===== config.mk =====
export PLATFORM = sky130hd
export DESIGN_NAME = rm_event_detector_mc_flat
export DESIGN_NICKNAME = d
export VERILOG_FILES = /design/src/rtl/rm_event_detector_mc_pkg.sv /design/src/rtl/rm_event_detector_mc_if.sv /design/src/rtl/rm_event_detector_mc_chan.sv /design/src/rtl/rm_event_detector_mc.sv /design/src/flat_wrapper.sv
export SDC_FILE = /design/constraint.sdc
export NUM_CORES = 1
export LEC_CHECK = 0
export ABC_AREA = 0
export CAP_MARGIN = 20
export CORE_MARGIN = 2
export CORE_UTILIZATION = 55
export CTS_CLUSTER_SIZE = 25
export DETAILED_ROUTE_END_ITERATION = 7
export DONT_BUFFER_PORTS = 1
export GPL_TIMING_DRIVEN = 1
export PLACE_DENSITY = 0.79
export REMOVE_ABC_BUFFERS = 1
export SLEW_MARGIN = 40
export SYNTH_ARGS = -nofsm -noshare
export SYNTH_HDL_FRONTEND = slang
export SYNTH_HIERARCHICAL = 1
export SYNTH_SLANG_ARGS = --single-unit

===== constraint.sdc =====
create_clock -name clk_i -period 3.5 [get_ports clk_i]
set_input_delay 0 -clock clk_i [delete_from_list [all_inputs] [get_ports clk_i]]
set_output_delay 0 -clock clk_i [all_outputs]
set_load 0.02 [all_outputs]

===== src/rtl/rm_event_detector_mc_pkg.sv =====
`default_nettype none
// ============================================================================
// Module : rm_event_detector_mc_pkg
// Brief  : Shared types for the multi-channel runtime-monitor event detector.
// Rev    : 1.0
// ============================================================================
package rm_event_detector_mc_pkg;

  // Index fields are wider than the default lane/itype counts so that
  // out-of-range encodings can be presented and rejected.
  localparam int unsigned LANE_IDX_W = 3;
  localparam int unsigned ITYPE_W    = 2;

  typedef enum logic [1:0] {
    RM_DET_LEVEL = 2'd0,
    RM_DET_PULSE = 2'd1,
    RM_DET_COUNT = 2'd2
  } rm_det_mode_e;

  typedef struct packed {
    logic                  monitor_ins;
    logic [LANE_IDX_W-1:0] lane0;
    logic [LANE_IDX_W-1:0] lane1;
    logic                  two_lane;
    logic [ITYPE_W-1:0]    itype;
  } runtime_monitor_ctrl;

  typedef struct packed {
    logic                  probe_val;
    logic                  reset_lane;
    logic                  reset_type;
    logic [LANE_IDX_W-1:0] lane0;
    logic [LANE_IDX_W-1:0] lane1;
    logic                  two_lane;
    logic [ITYPE_W-1:0]    itype;
  } lane_ctrl;

endpackage
`default_nettype wire


===== src/rtl/rm_event_detector_mc_if.sv =====
`default_nettype none
// ============================================================================
// Module : rm_event_detector_mc_if
// Brief  : Monitored-signal / control stream and per-channel lane-control bus.
// Rev    : 1.0
// ============================================================================
interface rm_event_detector_mc_if
  import rm_event_detector_mc_pkg::*;
#(
  parameter int unsigned NUM_VARS          = 10,
  parameter int unsigned NUM_MONITORED_INS = 2,
  parameter int unsigned NUM_CH            = 4
);
  logic [NUM_VARS-1:0]          signal_i;
  runtime_monitor_ctrl          rm_cnt_i;
  logic                         reset_lane_i;
  logic                         leaf_reset_trigger;
  logic [NUM_MONITORED_INS-1:0] leaf_itype_mask_i;
  lane_ctrl [NUM_CH-1:0]        lane_cnt_o;

  modport master (
    output signal_i, rm_cnt_i, reset_lane_i, leaf_reset_trigger, leaf_itype_mask_i,
    input  lane_cnt_o
  );

  modport slave (
    input  signal_i, rm_cnt_i, reset_lane_i, leaf_reset_trigger, leaf_itype_mask_i,
    output lane_cnt_o
  );
endinterface
`default_nettype wire


===== src/rtl/rm_event_detector_mc_chan.sv =====
`default_nettype none
// ============================================================================
// Module : rm_event_chan
// Brief  : One detection channel: masked match, per-lane armed bits/counters.
// Rev    : 1.0
// ============================================================================
module rm_event_chan
  import rm_event_detector_mc_pkg::*;
#(
  parameter int unsigned NUM_VARS  = 10,
  parameter int unsigned NUM_LANES = 5,
  parameter int unsigned CNT_W     = 4
) (
  input  wire logic                  clk_i,
  input  wire logic                  rst_ni,
  input  wire logic                  i_cfg_clr,
  input  wire logic                  i_monitor_ins,
  input  wire logic [NUM_VARS-1:0]   i_signal,
  input  wire logic [NUM_VARS-1:0]   i_ref_val,
  input  wire logic [NUM_VARS-1:0]   i_ref_mask,
  input  rm_det_mode_e               i_mode,
  input  wire logic [CNT_W-1:0]      i_cnt_thr,
  input  wire logic [LANE_IDX_W-1:0] i_lane0,
  input  wire logic [LANE_IDX_W-1:0] i_lane1,
  input  wire logic                  i_two_lane,
  input  wire logic                  i_reset_pulse,
  output logic                       o_probe
);
  localparam logic [CNT_W-1:0] c_CNT_MAX = '1;
  localparam logic [CNT_W-1:0] c_CNT_ONE = CNT_W'(1);

  logic [NUM_LANES-1:0]            r_armed;
  logic [NUM_LANES-1:0][CNT_W-1:0] r_cnt;

  logic                 w_match;
  logic [NUM_LANES-1:0] w_tgt;
  logic                 w_lane0_ok;
  logic                 w_armed0;
  logic [CNT_W-1:0]     w_cnt0;
  logic [CNT_W-1:0]     w_thr;

  assign w_match = i_monitor_ins & (&(~i_ref_mask | ~(i_signal ^ i_ref_val)));
  assign w_thr   = (i_cnt_thr == '0) ? c_CNT_ONE : i_cnt_thr;

  // Lane decode; an index outside the lane range selects nothing.
  always_comb begin
    w_tgt      = '0;
    w_lane0_ok = 1'b0;
    w_armed0   = 1'b0;
    w_cnt0     = '0;
    for (int l = 0; l < NUM_LANES; l++) begin
      if (i_lane0 == LANE_IDX_W'(l)) begin
        w_lane0_ok = 1'b1;
        w_armed0   = r_armed[l];
        w_cnt0     = r_cnt[l];
        w_tgt[l]   = 1'b1;
      end
      if (i_two_lane && (i_lane1 == LANE_IDX_W'(l))) begin
        w_tgt[l] = 1'b1;
      end
    end
    if (!i_monitor_ins) begin
      w_tgt = '0;
    end
  end

  always_comb begin
    o_probe = 1'b0;
    if (w_lane0_ok) begin
      case (i_mode)
        RM_DET_LEVEL: o_probe = w_match;
        RM_DET_PULSE: o_probe = w_match & ~w_armed0;
        RM_DET_COUNT: o_probe = w_match & (w_cnt0 != c_CNT_MAX) & ((w_cnt0 + c_CNT_ONE) == w_thr);
        default:      o_probe = 1'b0;
      endcase
    end
  end

  // Lane reset wins over a same-cycle arm or increment.
  always_ff @(posedge clk_i or negedge rst_ni) begin
    if (!rst_ni) begin
      r_armed <= '0;
      r_cnt   <= '0;
    end else if (i_cfg_clr) begin
      r_armed <= '0;
      r_cnt   <= '0;
    end else begin
      for (int l = 0; l < NUM_LANES; l++) begin
        if (w_tgt[l]) begin
          if (i_reset_pulse) begin
            r_armed[l] <= 1'b0;
            r_cnt[l]   <= '0;
          end else begin
            if (i_mode == RM_DET_PULSE) begin
              r_armed[l] <= w_match;
            end
            if ((i_mode == RM_DET_COUNT) && w_match && (r_cnt[l] != c_CNT_MAX)) begin
              r_cnt[l] <= r_cnt[l] + c_CNT_ONE;
            end
          end
        end
      end
    end
  end

endmodule
`default_nettype wire


===== src/rtl/rm_event_detector_mc.sv =====
`default_nettype none
// ============================================================================
// Module : rm_event_detector_mc
// Brief  : Multi-channel runtime-monitor event detector with shared lane reset.
// Rev    : 1.0
// ============================================================================
module rm_event_detector_mc
  import rm_event_detector_mc_pkg::*;
#(
  parameter int unsigned NUM_VARS          = 10,
  parameter int unsigned NUM_LANES         = 5,
  parameter int unsigned NUM_MONITORED_INS = 2,
  parameter int unsigned NUM_CH            = 4,
  parameter int unsigned CNT_W             = 4,
  parameter bit          LEAF_EVENT        = 1'b0
) (
  input  wire logic                              clk_i,
  input  wire logic                              rst_ni,
  rm_event_detector_mc_if.slave                  mon,
  input  wire logic                              cfg_clr_i,
  input  wire logic [NUM_CH-1:0][NUM_VARS-1:0]   ref_val_i,
  input  wire logic [NUM_CH-1:0][NUM_VARS-1:0]   ref_mask_i,
  input  rm_det_mode_e [NUM_CH-1:0]              mode_i,
  input  wire logic [NUM_CH-1:0][CNT_W-1:0]      cnt_thr_i
);
  runtime_monitor_ctrl w_ctrl;
  logic                w_leaf_ok;
  logic                w_reset_val;
  logic                w_reset_pulse;
  logic                r_reset_q;
  logic [NUM_CH-1:0]   w_probe;

  assign w_ctrl = mon.rm_cnt_i;

  always_comb begin
    w_leaf_ok = 1'b0;
    for (int k = 0; k < NUM_MONITORED_INS; k++) begin
      if (w_ctrl.itype == ITYPE_W'(k)) begin
        w_leaf_ok = mon.leaf_itype_mask_i[k];
      end
    end
  end

  assign w_reset_val   = w_ctrl.monitor_ins &
                         (mon.reset_lane_i | (LEAF_EVENT & w_leaf_ok & mon.leaf_reset_trigger));
  assign w_reset_pulse = w_reset_val & ~r_reset_q;

  always_ff @(posedge clk_i or negedge rst_ni) begin
    if (!rst_ni) begin
      r_reset_q <= 1'b0;
    end else if (cfg_clr_i) begin
      r_reset_q <= 1'b0;
    end else begin
      r_reset_q <= w_reset_val;
    end
  end

  for (genvar c = 0; c < NUM_CH; c++) begin : g_chan
    rm_event_chan #(
      .NUM_VARS  (NUM_VARS),
      .NUM_LANES (NUM_LANES),
      .CNT_W     (CNT_W)
    ) u_chan (
      .clk_i         (clk_i),
      .rst_ni        (rst_ni),
      .i_cfg_clr     (cfg_clr_i),
      .i_monitor_ins (w_ctrl.monitor_ins),
      .i_signal      (mon.signal_i),
      .i_ref_val     (ref_val_i[c]),
      .i_ref_mask    (ref_mask_i[c]),
      .i_mode        (mode_i[c]),
      .i_cnt_thr     (cnt_thr_i[c]),
      .i_lane0       (w_ctrl.lane0),
      .i_lane1       (w_ctrl.lane1),
      .i_two_lane    (w_ctrl.two_lane),
      .i_reset_pulse (w_reset_pulse),
      .o_probe       (w_probe[c])
    );
  end

  // Event outputs are forced low while reset is asserted.
  always_comb begin
    for (int c = 0; c < NUM_CH; c++) begin
      mon.lane_cnt_o[c].probe_val  = rst_ni & w_probe[c];
      mon.lane_cnt_o[c].reset_lane = rst_ni & w_reset_pulse;
      mon.lane_cnt_o[c].reset_type = rst_ni & w_ctrl.monitor_ins & mon.reset_lane_i;
      mon.lane_cnt_o[c].lane0      = w_ctrl.lane0;
      mon.lane_cnt_o[c].lane1      = w_ctrl.lane1;
      mon.lane_cnt_o[c].two_lane   = w_ctrl.two_lane;
      mon.lane_cnt_o[c].itype      = w_ctrl.itype;
    end
  end

endmodule
`default_nettype wire


===== src/flat_wrapper.sv =====
// flat-port wrapper written by rule: the top's interface ports become plain ports
module rm_event_detector_mc_flat import rm_event_detector_mc_pkg::*;
#(
  parameter int unsigned NUM_VARS          = 10,
  parameter int unsigned NUM_LANES         = 5,
  parameter int unsigned NUM_MONITORED_INS = 2,
  parameter int unsigned NUM_CH            = 4,
  parameter int unsigned CNT_W             = 4,
  parameter bit          LEAF_EVENT        = 1'b0
)
  (clk_i, rst_ni, cfg_clr_i, ref_val_i, ref_mask_i, mode_i, cnt_thr_i, mon_signal_i, mon_rm_cnt_i, mon_reset_lane_i, mon_leaf_reset_trigger, mon_leaf_itype_mask_i, mon_lane_cnt_o);
  rm_event_detector_mc_if #(.NUM_VARS(NUM_VARS), .NUM_MONITORED_INS(NUM_MONITORED_INS), .NUM_CH(NUM_CH)) mon_i ();
  input  wire logic clk_i;
  input  wire logic rst_ni;
  input  wire logic cfg_clr_i;
  input  wire logic [NUM_CH-1:0][NUM_VARS-1:0] ref_val_i;
  input  wire logic [NUM_CH-1:0][NUM_VARS-1:0] ref_mask_i;
  input  rm_det_mode_e [NUM_CH-1:0] mode_i;
  input  wire logic [NUM_CH-1:0][CNT_W-1:0] cnt_thr_i;
  input wire logic [$bits(mon_i.signal_i)-1:0] mon_signal_i;
  input wire logic [$bits(mon_i.rm_cnt_i)-1:0] mon_rm_cnt_i;
  input wire logic [$bits(mon_i.reset_lane_i)-1:0] mon_reset_lane_i;
  input wire logic [$bits(mon_i.leaf_reset_trigger)-1:0] mon_leaf_reset_trigger;
  input wire logic [$bits(mon_i.leaf_itype_mask_i)-1:0] mon_leaf_itype_mask_i;
  output wire logic [$bits(mon_i.lane_cnt_o)-1:0] mon_lane_cnt_o;
  assign mon_i.signal_i = mon_signal_i;
  assign mon_i.rm_cnt_i = mon_rm_cnt_i;
  assign mon_i.reset_lane_i = mon_reset_lane_i;
  assign mon_i.leaf_reset_trigger = mon_leaf_reset_trigger;
  assign mon_i.leaf_itype_mask_i = mon_leaf_itype_mask_i;
  assign mon_lane_cnt_o = mon_i.lane_cnt_o;
  rm_event_detector_mc #(.NUM_VARS(NUM_VARS), .NUM_LANES(NUM_LANES), .NUM_MONITORED_INS(NUM_MONITORED_INS), .NUM_CH(NUM_CH), .CNT_W(CNT_W), .LEAF_EVENT(LEAF_EVENT)) u_core (.clk_i(clk_i), .rst_ni(rst_ni), .mon(mon_i), .cfg_clr_i(cfg_clr_i), .ref_val_i(ref_val_i), .ref_mask_i(ref_mask_i), .mode_i(mode_i), .cnt_thr_i(cnt_thr_i));
endmodule

# Word-level counts from Yosys, hierarchy flattened
# Index checks and enable logic that the tools add are counted.
# Widths: inputs -> output; s select.
totals:
  reg_bits: 101
  output_inout_bits: 48
  elab_cells: 431
  input_bits: 131
op_classes:
  n_addsub: 24
  muxes: 164
  bitwise: 46
  eq_ne: 44
  n_reduce_logical: 112
ops:
  columns: ["op", "n"]
  rows:
  - ["$mux 4", 84]
  - ["$add 4x1->4 const B", 24]
  - ["$ne 4x4->1 const B", 24]
  - ["$mux 20", 4]
  - ["$not 10->10", 8]
  - ["$reduce_and 2->1", 40]
  - ["$reduce_bool 3->1", 24]
  - ["$mux 1", 67]
  - ["$or 10x10->10", 4]
  - ["$reduce_and 10->1", 4]
  - ["$xor 10x10->10", 4]
  - ["$logic_and 1x1->1", 29]
  - ["$and 1x1->1", 25]
  - ["$mux 5", 5]
  - ["$eq 4x4->1", 4]
  - ["$logic_not 4->1", 4]
  - ["$eq 3x2->1 const B", 4]
  - ["$pmux 1 s3", 4]
  - ["$reduce_bool 2->1", 5]
  - ["$eq 2x1->1 const B", 4]
  - ["$eq 2x2->1 const B", 4]
  - ["$logic_not 2->1", 4]
  - ["$eq 3x1->1 const B", 2]
  - ["$eq 3x3->1 const B", 2]
  - ["2 further kinds", 7]

# Depth between registers and ports, before layout
logic_depth:
  word_depth: 12
  mapped_depth: 13
  depth_no_buf: 12

# By module
# The synthesis kept the hierarchy.
modules_own_cells:
  columns: ["module", "instances", "seq_area_each_um2", "area_each_um2", "cells_each"]
  rows:
  - ["rm_event_chan", 4, 625.6, 1999.4, 232]
  - ["rm_event_detector_mc", 1, 25.0, 405.4, 51]

# Least setup slack after synthesis
# OpenSTA, ideal clock, no wires.
synth_timing:
  path_kind: "flip-flop to output port"
  startpoint: "register u_core/g_chan[1].u_chan/r_cnt[0] (netlist bit)"
  endpoint: "output mon_lane_cnt_o[23]"
  n_path_buf: 0
  path_slack_ns: 0.888
  required_ns: 3.500
  arrival_time_ns: 2.612
  stages_incl_launch_ff: 13
  path_cell_list: "dfrtp_1 -> or2_2 -> a211o_1 -> a31oi_1 -> a311oi_1 -> ha_1 -> nor2_1 -> o21ai_0 -> a21oi_1 -> mux2i_1 -> nor4_1 -> o2111a_1 -> and2_2"
synth_between:
  elab_chain_len: 11
  word_cells_on_any_way: 13
  classes_between: "1 x add/sub; 2 x eq/ne; 7 x mux; 3 x bitwise"
synth_lines:
  columns: ["item", "line_no", "text"]
  rows:
  - ["start: declaration", "rm_event_detector_mc_chan.sv:33", "logic [NUM_LANES-1:0][CNT_W-1:0] r_cnt;"]
  - ["start signal: indexed assignment", "rm_event_detector_mc_chan.sv:98", "r_cnt[l] <= r_cnt[l] + c_CNT_ONE;"]
  - ["$mux 4 (*) (5 in series)", "rm_event_detector_mc_chan.sv:52", "if (i_lane0 == LANE_IDX_W'(l)) begin"]
  - ["$add 4x1->4 or $ne 4x4->1 (tied branches)", "rm_event_detector_mc_chan.sv:73", "RM_DET_COUNT: o_probe = w_match & (w_cnt0 != c_CNT_MAX) & ((w_cnt0 + c_CNT_ONE) == w_thr);"]
  - ["$eq 4x4->1 or $and 1x1->1 (tied branches)", "rm_event_detector_mc_chan.sv:73", null]
  - ["$and 1x1->1 (*)", "rm_event_detector_mc_chan.sv:73", null]
  - ["$pmux 1 s3 (*)", "rm_event_detector_mc_chan.sv:70", "case (i_mode)"]
  - ["$mux 1 (*)", "rm_event_detector_mc_chan.sv:69", "if (w_lane0_ok) begin"]
  - ["net u_core.w_probe[1]", "rm_event_detector_mc.sv:31", "logic [NUM_CH-1:0] w_probe;"]
  - ["$and 1x1->1 (*)", "rm_event_detector_mc.sv:84", "mon.lane_cnt_o[c].probe_val = rst_ni & w_probe[c];"]
  - ["end: declaration", "flat_wrapper.sv:25", "output wire logic [$bits(mon_i.lane_cnt_o)-1:0] mon_lane_cnt_o;"]
# The timed path passes the listed nets; every way through them passes the cells marked *.

# Final worst setup path
layout_timing:
  startpoint: "register u_core/g_chan[0].u_chan/r_cnt[0] (netlist bit)"
  endpoint: "output mon_lane_cnt_o[11]"
layout_between:
  elab_chain_len: 11
  word_cells_on_any_way: 13
  classes_between: "1 x add/sub; 2 x eq/ne; 7 x mux; 3 x bitwise"
layout_lines:
  columns: ["item", "line_no"]
  rows:
  - ["start: declaration", "rm_event_detector_mc_chan.sv:33"]
  - ["start signal: indexed assignment", "rm_event_detector_mc_chan.sv:98"]
  - ["$mux 4 (*) (5 in series)", "rm_event_detector_mc_chan.sv:52"]
  - ["$add 4x1->4 or $ne 4x4->1 (tied branches)", "rm_event_detector_mc_chan.sv:73"]
  - ["$eq 4x4->1 or $and 1x1->1 (tied branches)", "rm_event_detector_mc_chan.sv:73"]
  - ["$and 1x1->1 (*)", "rm_event_detector_mc_chan.sv:73"]
  - ["$pmux 1 s3 (*)", "rm_event_detector_mc_chan.sv:70"]
  - ["$mux 1 (*)", "rm_event_detector_mc_chan.sv:69"]
  - ["net u_core.w_probe[0]", "rm_event_detector_mc.sv:31"]
  - ["$and 1x1->1 (*)", "rm_event_detector_mc.sv:84"]
# Marks and branches as above.

==> summary.md <==
| Metric | Value |
|---|---|
| Status | completed |
| Slew Limit Fails | 0 |
| Max-capacitance violation count | 0 |
| H-tree depth | 3 |
| Min Tclk post-route | 3.322 ns |
| Clock transition at path regs | 0.07 ns |
| Post-Syn Area per Cell | approximately 8.6 um^2 |
| Vias per cell | 6.622 |
| Top FF cell, synth | dfrtp_1 |
| Synth Register Bits | just over 100 |
| F_max | 301.0 MHz |
| First-pass GRT wire length | 35.71 mm |
| Core area | 0.01509 mm^2 |
| Fraction of layout cells with a size suffix above 1 | between 10 and 15% |
| Hold Path Class | in -> out |
| Routed length per instance | 20.35 um |
| Sw frac | 26.95% |
| Clock sink count | roughly 100 |
| Register area share after synthesis | a little under a third |
| YS warnings | 6 |
| Clock skew | 0.006928 ns |
| Cells after synthesis | 979 |
| Critical Path Source Type | flop |
| CTS Buf Count | 9 |
| Port buffer count | 0 |
| Vias in the first global route | about 7000 |
| Reg power frac | 45.2% |
| Area of the die | around 0.016 mm^2 |
| Launching point of the worst reg2reg path | u_core/r_reset_q$_DFF_PN0_ |
| DRT Pass-1 Iters | 5 |
| Relative slew slack | between 40% and 50% |
| Layout area overhead | 1.385% |
| Die width | 127.6 um |
| Post-layout util | 56.46% |
| Iter 0 DRT Violations | around 860 |
| Hpwl dp | between 15 and 20 mm |
| CP Capture Type | primary output |
| Netlist cell types | 57 |
| Commonest non-fill, non-tap cells in the layout | 101 x dfrtp_1, 96 x nor2_1, 72 x nand3_1, 72 x xor2_1, 64 x nand2_1 |
| CTS tree | built |
| Nets | 1085 |
| GRT Overall Usage | 28.01% |
| Post-synth EDFFs | 0 |
| Clock network fraction of total power | 40.5% |
| Hold path cells | 0 |
| Endpoints failing hold | 0 |
| GRT overflow | 0 |
| Leakage Power | 3.785 nW |
| Post-synthesis cell area | 0.008403 mm^2 |
| Most common cell after layout, fill and taps aside | dfrtp_1 |
| Final setup viols | 0 |
| Routed WL | 22.86 mm |
| Antenna violations before repair | 0 |
| Critical path required time | ~3.5 ns |
| Io pins | 179 |
| Synth async-reset ratio | 100.0% |
| Largest net degree at the start of global routing | 102 |
| DIE HEIGHT | 127.6 um |
| Root buf cell | clkbuf_16 |
| # rows | 45 |
| R2r setup slk | 1.06 ns |
| Crit path to | mon_lane_cnt_o[11] |
| NetSw | around 0.0007 W |
| Reg2Reg Depth | 6 |
| Diodes inserted | 0 |
| P_int | approximately 0.0019 W |
| Critical Path Start | u_core/g_chan[0].u_chan/r_cnt[0]$_DFFE_PN0P_ |
| Final Cycle Share | a little over nine tenths |
| Routed Antenna Nets | 0 |
| Worst Tran Pin Value | 0.8419 ns |
| Crit path DAT | 3.32 ns |
| Worst vdd ir | 0.2541 mV |
| Crit-path max FO | 5 |
| Vias | 7436 |
| Placer congestion estimate | 0.8740 |
| DRC viols | 0 |
| WS Path Type | reg -> out |
| Fillers | 1355 |
| PwrDens | 305.6 mW/mm^2 |
| Combinational fraction of design power | 14.3% |
| Clock Path Buffers | 2 |
| Setup_tns | 0 ns |
| Initial cell density of the core | 55.69% |
| Worst skew pair latency | around 0.36 ns |
| Terminus of the critical flop-to-flop path | u_core/g_chan[2].u_chan/r_armed[4]$_DFFE_PN0P_ |
[stage by stage]
step	cells	total power (W)	setup slack [ns]	cell area, um^2	hold WS [ns]
3_5_place_dp	1097	0.001516	0.5207	8073	-0.2919
6_report	1123	0.002603	0.1778	8519	0.00003586
5_1_grt	1123	0.002702	-0.01050	8519	0.0001048
2_1_floorplan	905	0.001456	0.8879	7807	-0.2956
4_1_cts	1123	0.002622	0.07048	8501	0.0005480
3_3_place_gp	1097	0.001509	0.6100	8073	-0.2923
[registers in the layout, indices dropped and copies added (netlist names)]
register / cells
u_core/g_chan.u_chan/r_cnt: 80
u_core/r_reset_q: 1
u_core/g_chan.u_chan/r_armed: 20
[final cells by class]
cell class / instances / area [um^2] / share of cell area, %
clock buffer: 11 / 242.7 / 2.849
inverter: 36 / 135.1 / 1.586
multi-input combinational: 768 / 5164 / 60.61
timing repair buffer: 14 / 157.7 / 1.850
sequential: 101 / 2527 / 29.67
tap: 188 / 235.2 / 2.761
clock inverter: 5 / 57.56 / 0.6756
[power groups by stage]
stage               combinational (W)  sequential (W)  clock, W
floorplan                    0.000258         0.00120         0
global placement             0.000310         0.00120         0
detailed placement           0.000316         0.00120         0
CTS                          0.000367         0.00118   0.00108
global route                 0.000410         0.00118   0.00111
finish                       0.000373         0.00118   0.00105
[repair_timing]
item | CTS | global route
hold endpoints to repair | 162 | 0
buffers inserted | 0 | 0
hold buffers | 10 | 0
gates resized for setup | 0 | 3
setup endpoints to repair | 0 | 2
[critical path, cell delays in order (launching register included)]
cell and delay [ns]:
dfrtp_1 0.42, or2_2 0.31, a211o_1 0.32, a31oi_1 0.20, a311oi_1 0.10, ha_1 0.37
nor2_1 0.13, o21ai_0 0.10, a21oi_1 0.16, mux2i_1 0.11, nor4_2 0.33, o2111a_1 0.21
and2_2 0.20
[worst min-delay path by stage]
stage                                                          end            start  slack [ns]
global placement     u_core/g_chan[2].u_chan/r_cnt[16]$_DFFE_PN0P_           rst_ni       -0.29
detailed placement   u_core/g_chan[2].u_chan/r_cnt[17]$_DFFE_PN0P_           rst_ni       -0.29
floorplan           u_core/g_chan[0].u_chan/r_armed[0]$_DFFE_PN0P_           rst_ni       -0.30
CTS                                             mon_lane_cnt_o[37]  mon_rm_cnt_i[1]      0.0005
finish                                          mon_lane_cnt_o[19]  mon_rm_cnt_i[7]     0.00004
global route                                    mon_lane_cnt_o[39]  mon_rm_cnt_i[3]      0.0001
[kinds of logic after synthesis]
kind of cell,share of synthesized area [%]
buffers and inverters,8.696
multiplexers,6.373
AND/OR/NAND/NOR,24.24
AO/OA/AOI/OAI,17.87
flip-flops,30.08
XOR/XNOR,9.172
adder cells (fa/ha/maj),3.574
[Yosys cell counts, types with 20 or more instances]
cell type | number | area share [%]
dfrtp_1 | 101 | 30
nor2_1 | 96 | 4.3
nand3_1 | 72 | 4.3
xor2_1 | 72 | 7.5
nand2_1 | 64 | 2.9
o21ai_0 | 56 | 3.3
buf_4 | 42 | 3.8
a21oi_1 | 40 | 2.4
inv_1 | 36 | 1.6
ha_1 | 24 | 3.6
nand4_1 | 24 | 1.8
a31oi_1 | 20 | 1.5
nor3_1 | 20 | 1.2
[per-layer routing]
| metal | global-route usage (%) | share of wire (%) |
|---|---|---|
| met3 | 6.575 | 9.4 |
| met1 | 35.57 | 40 |
| met5 | 0 | 0 |
| met4 | 10.73 | 2.8 |
| met2 | 46.49 | 47 |
Note: power is estimated with default switching activity, not from simulation.
